==> src/rtl/da_pkg.sv <==
// Shared types and helpers for the DA multiplier datapath stages.
package da_pkg;

   typedef enum logic [1:0] {IDLE, ACC, HOLD} da_acc_state_t;

   // Output width of a bit-plane accumulator: one sign bit above the unsigned maximum.
   function automatic int da_out_width(input int psize, input int bits);
      return psize + bits + 1;
   endfunction

endpackage

==> src/rtl/da_shift_acc.sv <==
// Bit-plane shift-accumulator: weights each incoming plane partial sum by 2^k and
// accumulates BITS planes (MSB plane subtracted when SIGNED=1) into one result word.
module da_shift_acc
   import da_pkg::*;
#(
   parameter int PSIZE  = 9,
   parameter int BITS   = 8,
   parameter int SIGNED = 1,
   localparam int OSIZE = da_out_width(PSIZE, BITS)
) (
   input  logic             clock,
   input  logic             rst_n,
   input  logic             in_valid,
   output logic             in_ready,
   input  logic             in_sof,
   input  logic [PSIZE-1:0] in_data,
   output logic             out_valid,
   input  logic             out_ready,
   output logic [OSIZE-1:0] out_data,
   output logic             sync_err
);

   localparam int CW = $clog2(BITS);
   localparam logic [CW-1:0] LAST = CW'(BITS - 1);

   da_acc_state_t            state_q, state_d;
   logic [CW-1:0]            cnt_q, cnt_d;
   logic signed [OSIZE-1:0]  acc_q, acc_d;
   logic signed [OSIZE-1:0]  out_data_q, out_data_d;
   logic                     out_valid_q, out_valid_d;
   logic                     sync_err_q, sync_err_d;

   logic                     accept;
   logic signed [OSIZE-1:0]  ext_data;
   logic signed [OSIZE-1:0]  term;
   logic signed [OSIZE-1:0]  acc_sum;

   assign in_ready = (state_q == HOLD) ? out_ready : 1'b1;
   assign accept   = in_valid && in_ready;

   // Plane term and add/sub; the MSB plane carries negative weight in signed mode.
   always_comb begin
      ext_data = signed'({{(OSIZE - PSIZE){1'b0}}, in_data});
      term     = ext_data <<< cnt_q;
      if ((cnt_q == LAST) && (SIGNED != 0)) begin
         acc_sum = acc_q - term;
      end else begin
         acc_sum = acc_q + term;
      end
   end

   always_comb begin
      state_d     = state_q;
      cnt_d       = cnt_q;
      acc_d       = acc_q;
      out_data_d  = out_data_q;
      out_valid_d = out_valid_q;
      sync_err_d  = 1'b0;
      case (state_q)
         IDLE: begin
            if (accept) begin
               if (in_sof) begin
                  acc_d   = ext_data;
                  cnt_d   = CW'(1);
                  state_d = ACC;
               end else begin
                  sync_err_d = 1'b1;
               end
            end
         end
         ACC: begin
            if (accept) begin
               if (in_sof) begin
                  sync_err_d = 1'b1;
                  acc_d      = ext_data;
                  cnt_d      = CW'(1);
               end else if (cnt_q == LAST) begin
                  out_data_d  = acc_sum;
                  out_valid_d = 1'b1;
                  acc_d       = '0;
                  cnt_d       = '0;
                  state_d     = HOLD;
               end else begin
                  acc_d = acc_sum;
                  cnt_d = cnt_q + CW'(1);
               end
            end
         end
         HOLD: begin
            // A frame cannot complete on the release edge, so valid always drops here.
            if (out_ready) begin
               out_valid_d = 1'b0;
               state_d     = IDLE;
               if (in_valid) begin
                  if (in_sof) begin
                     acc_d   = ext_data;
                     cnt_d   = CW'(1);
                     state_d = ACC;
                  end else begin
                     sync_err_d = 1'b1;
                  end
               end
            end
         end
         default: begin
            state_d = IDLE;
         end
      endcase
   end

   always_ff @(posedge clock) begin
      if (!rst_n) begin
         state_q     <= IDLE;
         cnt_q       <= '0;
         acc_q       <= '0;
         out_data_q  <= '0;
         out_valid_q <= 1'b0;
         sync_err_q  <= 1'b0;
      end else begin
         state_q     <= state_d;
         cnt_q       <= cnt_d;
         acc_q       <= acc_d;
         out_data_q  <= out_data_d;
         out_valid_q <= out_valid_d;
         sync_err_q  <= sync_err_d;
      end
   end

   assign out_data  = out_data_q;
   assign out_valid = out_valid_q;
   assign sync_err  = sync_err_q;

endmodule

==> config.mk <==
export PLATFORM = sky130hd
export DESIGN_NAME = da_shift_acc
export DESIGN_NICKNAME = d
export VERILOG_FILES = /design/src/rtl/da_pkg.sv /design/src/rtl/da_shift_acc.sv
export SDC_FILE = /design/constraint.sdc
export NUM_CORES = 1
export LEC_CHECK = 0
export BUFFER_PORTS_ARGS = -buffer_cell sky130_fd_sc_hd__buf_2
export CAP_MARGIN = 20
export CORE_MARGIN = 5
export CORE_UTILIZATION = 40
export CTS_BUF_LIST = sky130_fd_sc_hd__clkbuf_16
export DETAILED_ROUTE_END_ITERATION = 12
export HOLD_SLACK_MARGIN = 0.03
export SLEW_MARGIN = 0
export SYNTH_ARGS = -nofsm -noshare
export SYNTH_HDL_FRONTEND = slang
export SYNTH_SLANG_ARGS = --single-unit
export TNS_END_PERCENT = 100
==> constraint.sdc <==
create_clock -name clock -period 5.42 [get_ports clock]
set_input_delay 0.813 -clock clock [delete_from_list [all_inputs] [get_ports clock]]
set_output_delay 0.813 -clock clock [all_outputs]
set_load 0.05 [all_outputs]
======== After elaboration in Yosys (flattened, before gate mapping) ========
Cells that the tools add are included.
cells by class
  shift-type cells ........................ 1
  $add $sub $neg .......................... 3
  equality and inequality tests ........... 10
  bitwise logic cells ..................... 1
  reduce and logical (&&, ||, !) cells .... 8
  muxes and demuxes ....................... 39
operator list
  cell                                                 count
  two-way mux 18 bit                                   8
  one-hot mux 18 bit (3 select lines)                  1
  two-way mux 3 bit                                    7
  adder 18 bit                                         1
  <<< shifter 10 x 3 -> 18 bit                         1
  subtractor 18 bit                                    1
  != test 2 bit, second input constant                 7
  two-way mux 1 bit                                    13
  two-way mux 2 bit                                    6
  AND reduction 5 bit                                  2
  one-hot mux 3 bit (3 select lines)                   1
  one-hot mux 2 bit (3 select lines)                   1
  AND reduction 6 bit                                  1
  AND reduction 4 bit                                  1
  adder 3 x 1 -> 3 bit, second input constant          1
  equality test 3 bit, second input constant           1
  one-hot mux 1 bit (3 select lines)                   1
  nonzero test 3 bit                                   1
  equality test 2 x 1 -> 1 bit, second input constant  1
  equality test 2 bit, second input constant           1
  logical NOT 2 bit                                    1
  one-hot mux 1 bit (2 select lines)                   1
  nonzero test 2 bit                                   1
  logical AND 1 bit                                    1
  NOT 1 bit                                            1
storage, ports and cells
  input port bits ......................... 14
  bits in registers ....................... 43
  word-level logic and storage cells ...... 68

======== Depth between registers and ports, before layout ========
  word-level depth ........................ 7
  mapped depth ............................ 20
  gate-level depth less buffers ........... 17

======== Least setup slack after synthesis ========
OpenSTA, ideal clock, no wires.
  path kind ............................... input -> register
  start point ............................. input in_data[4]
  end point ............................... register out_data_q[17], in the netlist out_data[17]
  cell stages on the path ................. 16
  library setup time ...................... 122 ps
  data required time ...................... 5298 ps
  setup slack ............................. 920 ps
  data arrival time ....................... 4378 ps
  cells stage by stage .................... mux2_4 mux2i_1 o21ai_1 or4b_2 nand2b_1 mux2i_1 o211ai_1 ha_1 nand4_1 nor3_1 o31ai_1 a31oi_1 a41oi_1 a211o_2 and4_1 a311o_1
between the ends
  word-level cells in the longest chain between the ends .. 3
ends and longest elaborated chain
  what                                               line                                    text
  start, declared                                    da_shift_acc.sv:16                      input logic [PSIZE-1:0] in_data,
  <<< shifter 10 x 3 -> 18 bit (*)                   da_shift_acc.sv:44                      term = ext_data <<< cnt_q;
  adder 18 bit or subtractor 18 bit (tied branches)  da_shift_acc.sv:48, da_shift_acc.sv:46
  two-way mux 18 bit (*)                             da_shift_acc.sv:45                      if ((cnt_q == LAST) && (SIGNED != 0)) begin
  end signal, assigned                               da_shift_acc.sv:123                     out_data_q <= out_data_d;
  end, declared                                      da_shift_acc.sv:29                      logic signed [OSIZE-1:0] out_data_q, out_data_d;
Mark *: on every way between the ends. The rest lies on a longest branch, timed or not.
A chain may end at the register's enable or synchronous reset.

======== Worst setup path after layout ========
  start point ............................. input in_data[3]
  end point ............................... register out_data_q[17], in the netlist out_data[17]
The elaborated chain is that of the path after synthesis.

==> flow_summary.ini <==
[status]
status = completed

[pwr]
p_comb_frac = 0.249
p_sw_frac = 0.325
leakage_uw = 0.00156
total_power_uw = 853
p_switching_uw = 278
p_clk_frac = 0.364
power_frac_seq = 0.387
p_int_uw = 575
p_per_area_nw_per_um2 = 220
ir_drop_mv = 0.171

[cells_and_area]
drive_gt1_frac = 0.143
post-route-util = 0.467
nNetsFinal = 524
syn2layout_area_growth_pct = 12.7
antenna_cells = 0

[logic_synthesis]
synth_nets = 499
netlist.area_leader.share = 0.250
synthCells = 463
synth_warnings = 0
synthXorXnorAreaFrac = 0.0534
synth_compound_area_frac = 0.236
synth_edf_count = 0
ys_ff_latch = 43
synth_area_sq_um = 3440
synthMuxAreaShare = 0.0662
synthAdderAreaFrac = 0.0822
synth_top_family_by_area = simple AND/OR/NAND/NOR gates
seq_area_frac_synth = 0.250
syn_area_per_cell_sq_um = 7.43
synth-simple-area-share = 0.266
synth_area_leaders = dfxtp_1 (25%), ha_1 (7.6%), nor2_1 (5.9%), nand2_1 (5.8%), a21oi_1 (5.5%)
synth-async-reset-ratio = 0
ys.flop_type = dfxtp_1
synthDistinctLibCells = 61
yosysTopAreaCell = dfxtp_1

[timing]
timing.setup.tns_ns = 0
hold_viol_final = 0
worstMarginPinSlew_ns = 0.879
finClkSkew_ns = 0.00550
period_needed_ns = 4.88
fin_ws_ns = 0.539
fmax_ghz = 0.205
maxSlewViolCount = 0
fin_crit_sh = 0.901
maxSlewHeadroom = 0.414
setup_viol = 0
rsz0062_at_grt = false

[global_routing]
gr-total-overflow = 0
grt_usage = 0.190
grt_max_degree = 35
grt_pass1_vias = 3260
grt_pass1_wl_um = 15800
grt_antenna_before_repair = 0

[detailed_routing]
drc = 0
ant_nets = 0
dr.pass1.iters = 5
drt_iter0_drc = 184
vias_per_cell = 5.69
vias = 3382
routedWlPerCell_um = 16.3
wirelength_um = 9670

[die]
die_y_um = 103
boundaryPins = 35
dieArea_sq_um = 10600
die_w_um = 103
fp.coreArea_sq_um = 8300
rows = 33
start_util = 0.415

[clock_tree]
insertion_delay_ns = 0.29
cts.htree.levels = 2
clk_pin_slew_ns = 0.07
cts_sinks = 43
cts_tree = built
cts-root-buf = clkbuf_16
cts_hold_buf = 0
cts_buffers = 5
clockBufferDepth = 2
cts_resized = 0
cts_setup_buffers = 0

[critical_path]
r2r_start = cnt_q[1]
end_kind = register
cp-start-kind = primary input
worstSetupStartpoint = in_data[3]
arrival_ns = 5.06
worst-path-max-fanout = 7
path_class = primary input to register
cp.required_ns = 5.60

[placed_design]
io_buffers = 34
dp_hpwl_um = 7350
gp_congestion = 0.937
pre_cts_slack_ns = 0.324

[worst_hold_path]
hp-start = out_data[2]
hp-class = register to register

[run]
max-cap-violations = 0
## kinds of logic after synthesis
kind of cell,count (synthesis)
simple gates,191
compound gates,127
flops,43
buf+inv,39
fa+ha+maj,22
xor+xnor,21
mux,20
## layer usage
| metal | vias up | share of wire | global-route usage |
|---|---|---|---|
| li1 | 1721 | - | - |
| met4 | 0 | 0.020 | 0.0518 |
| met3 | 16 | 0.036 | 0.0352 |
| met2 | 73 | 0.48 | 0.322 |
| met1 | 1572 | 0.47 | 0.248 |
| met5 | - | 0 | 0 |
## worst paths after layout
check,end,slack (ns),depth (start not counted)
worst max-delay path,out_data[17],0.54,17
worst min-delay path,out_data[2],0.45,2
worst max register to register,out_data[17],0.58,16
worst min register to register,out_data[2],0.45,2
## synthesized netlist by cell type (all sizes together), types with 10 or more instances
cell type,count
nand3,24
dfxtp,43
nand2,53
inv,11
o21ai,26
a21oi,38
ha,21
mux2i,10
a211oi,10
xnor2,12
nor2,54
nor3,20
clkbuf,22
## cells in the final DEF, fill, tap and decap left out, types with 3 or more instances in the layout
cell / synthesis / layout
a211oi_1: 10 / 10
a21boi_0: 3 / 3
a21o_1: 4 / 4
a21oi_1: 38 / 38
a221oi_1: 4 / 4
a22oi_1: 6 / 6
a31oi_1: 7 / 7
and2_1: 3 / 3
buf_2: 3 / 34
buf_4: 0 / 9
clkbuf_16: 0 / 5
dfxtp_1: 43 / 43
ha_1: 21 / 21
inv_1: 11 / 11
mux2_2: 8 / 8
mux2i_1: 10 / 10
nand2_1: 53 / 53
nand2b_1: 8 / 8
nand3_1: 23 / 23
nand3b_1: 4 / 4
nor2_1: 54 / 54
nor2b_1: 9 / 9
nor3_1: 20 / 20
o211ai_1: 3 / 3
o21a_1: 3 / 3
o21ai_0: 25 / 25
o31ai_1: 3 / 3
xnor2_1: 12 / 12
xor2_1: 9 / 9
## worst max-delay path, stage by stage
cell and delay (ns):
buf_2 0.13, mux2_2 0.30, mux2i_1 0.26, o21ai_1 0.22, or4b_2 0.72, nand2b_1 0.19, mux2i_1 0.19, o211ai_1 0.12
ha_1 0.40, nand4_1 0.12, nor3_1 0.19, o31ai_1 0.13, a31oi_1 0.28, a41oi_1 0.19, a211o_2 0.36, and4_1 0.20
a311o_1 0.26
## layout make-up
type / count / area (sq um)
timing repair buffer: 44 / 265
tap: 105 / 131
sequential: 43 / 861
multi-input combinational: 381 / 2420
clock inverter: 3 / 23.8
fill: 843 / 4420
inverter: 13 / 48.8
clock buffer: 5 / 125
## power by group through the flow
| stage | combinational, uW | sequential (uW) | clock [uW] |
|---|---|---|---|
| floorplan | 152 | 335 | 0 |
| global placement | 206 | 337 | 0 |
| detailed placement | 207 | 337 | 0 |
| CTS | 209 | 330 | 316 |
| global route | 234 | 331 | 334 |
| finish | 212 | 330 | 311 |
## sequential cells by signal, indices dropped and copies added (netlist names)
| signal | flops |
|---|---|
| acc_q | 18 |
| cnt_q | 3 |
| out_data | 18 |
| out_valid | 1 |
| state_q | 2 |
| sync_err | 1 |
## stage by stage
stage | area [sq um] | cells | hold WS, ns
detailed placement | 3700 | 585 | 0.445
floorplan | 3440 | 463 | 0.446
CTS | 3850 | 593 | 0.454
global route | 3880 | 594 | 0.473
global placement | 3700 | 585 | 0.444
finish | 3880 | 594 | 0.452
No activity file was read; power rests on OpenSTA's default activity.
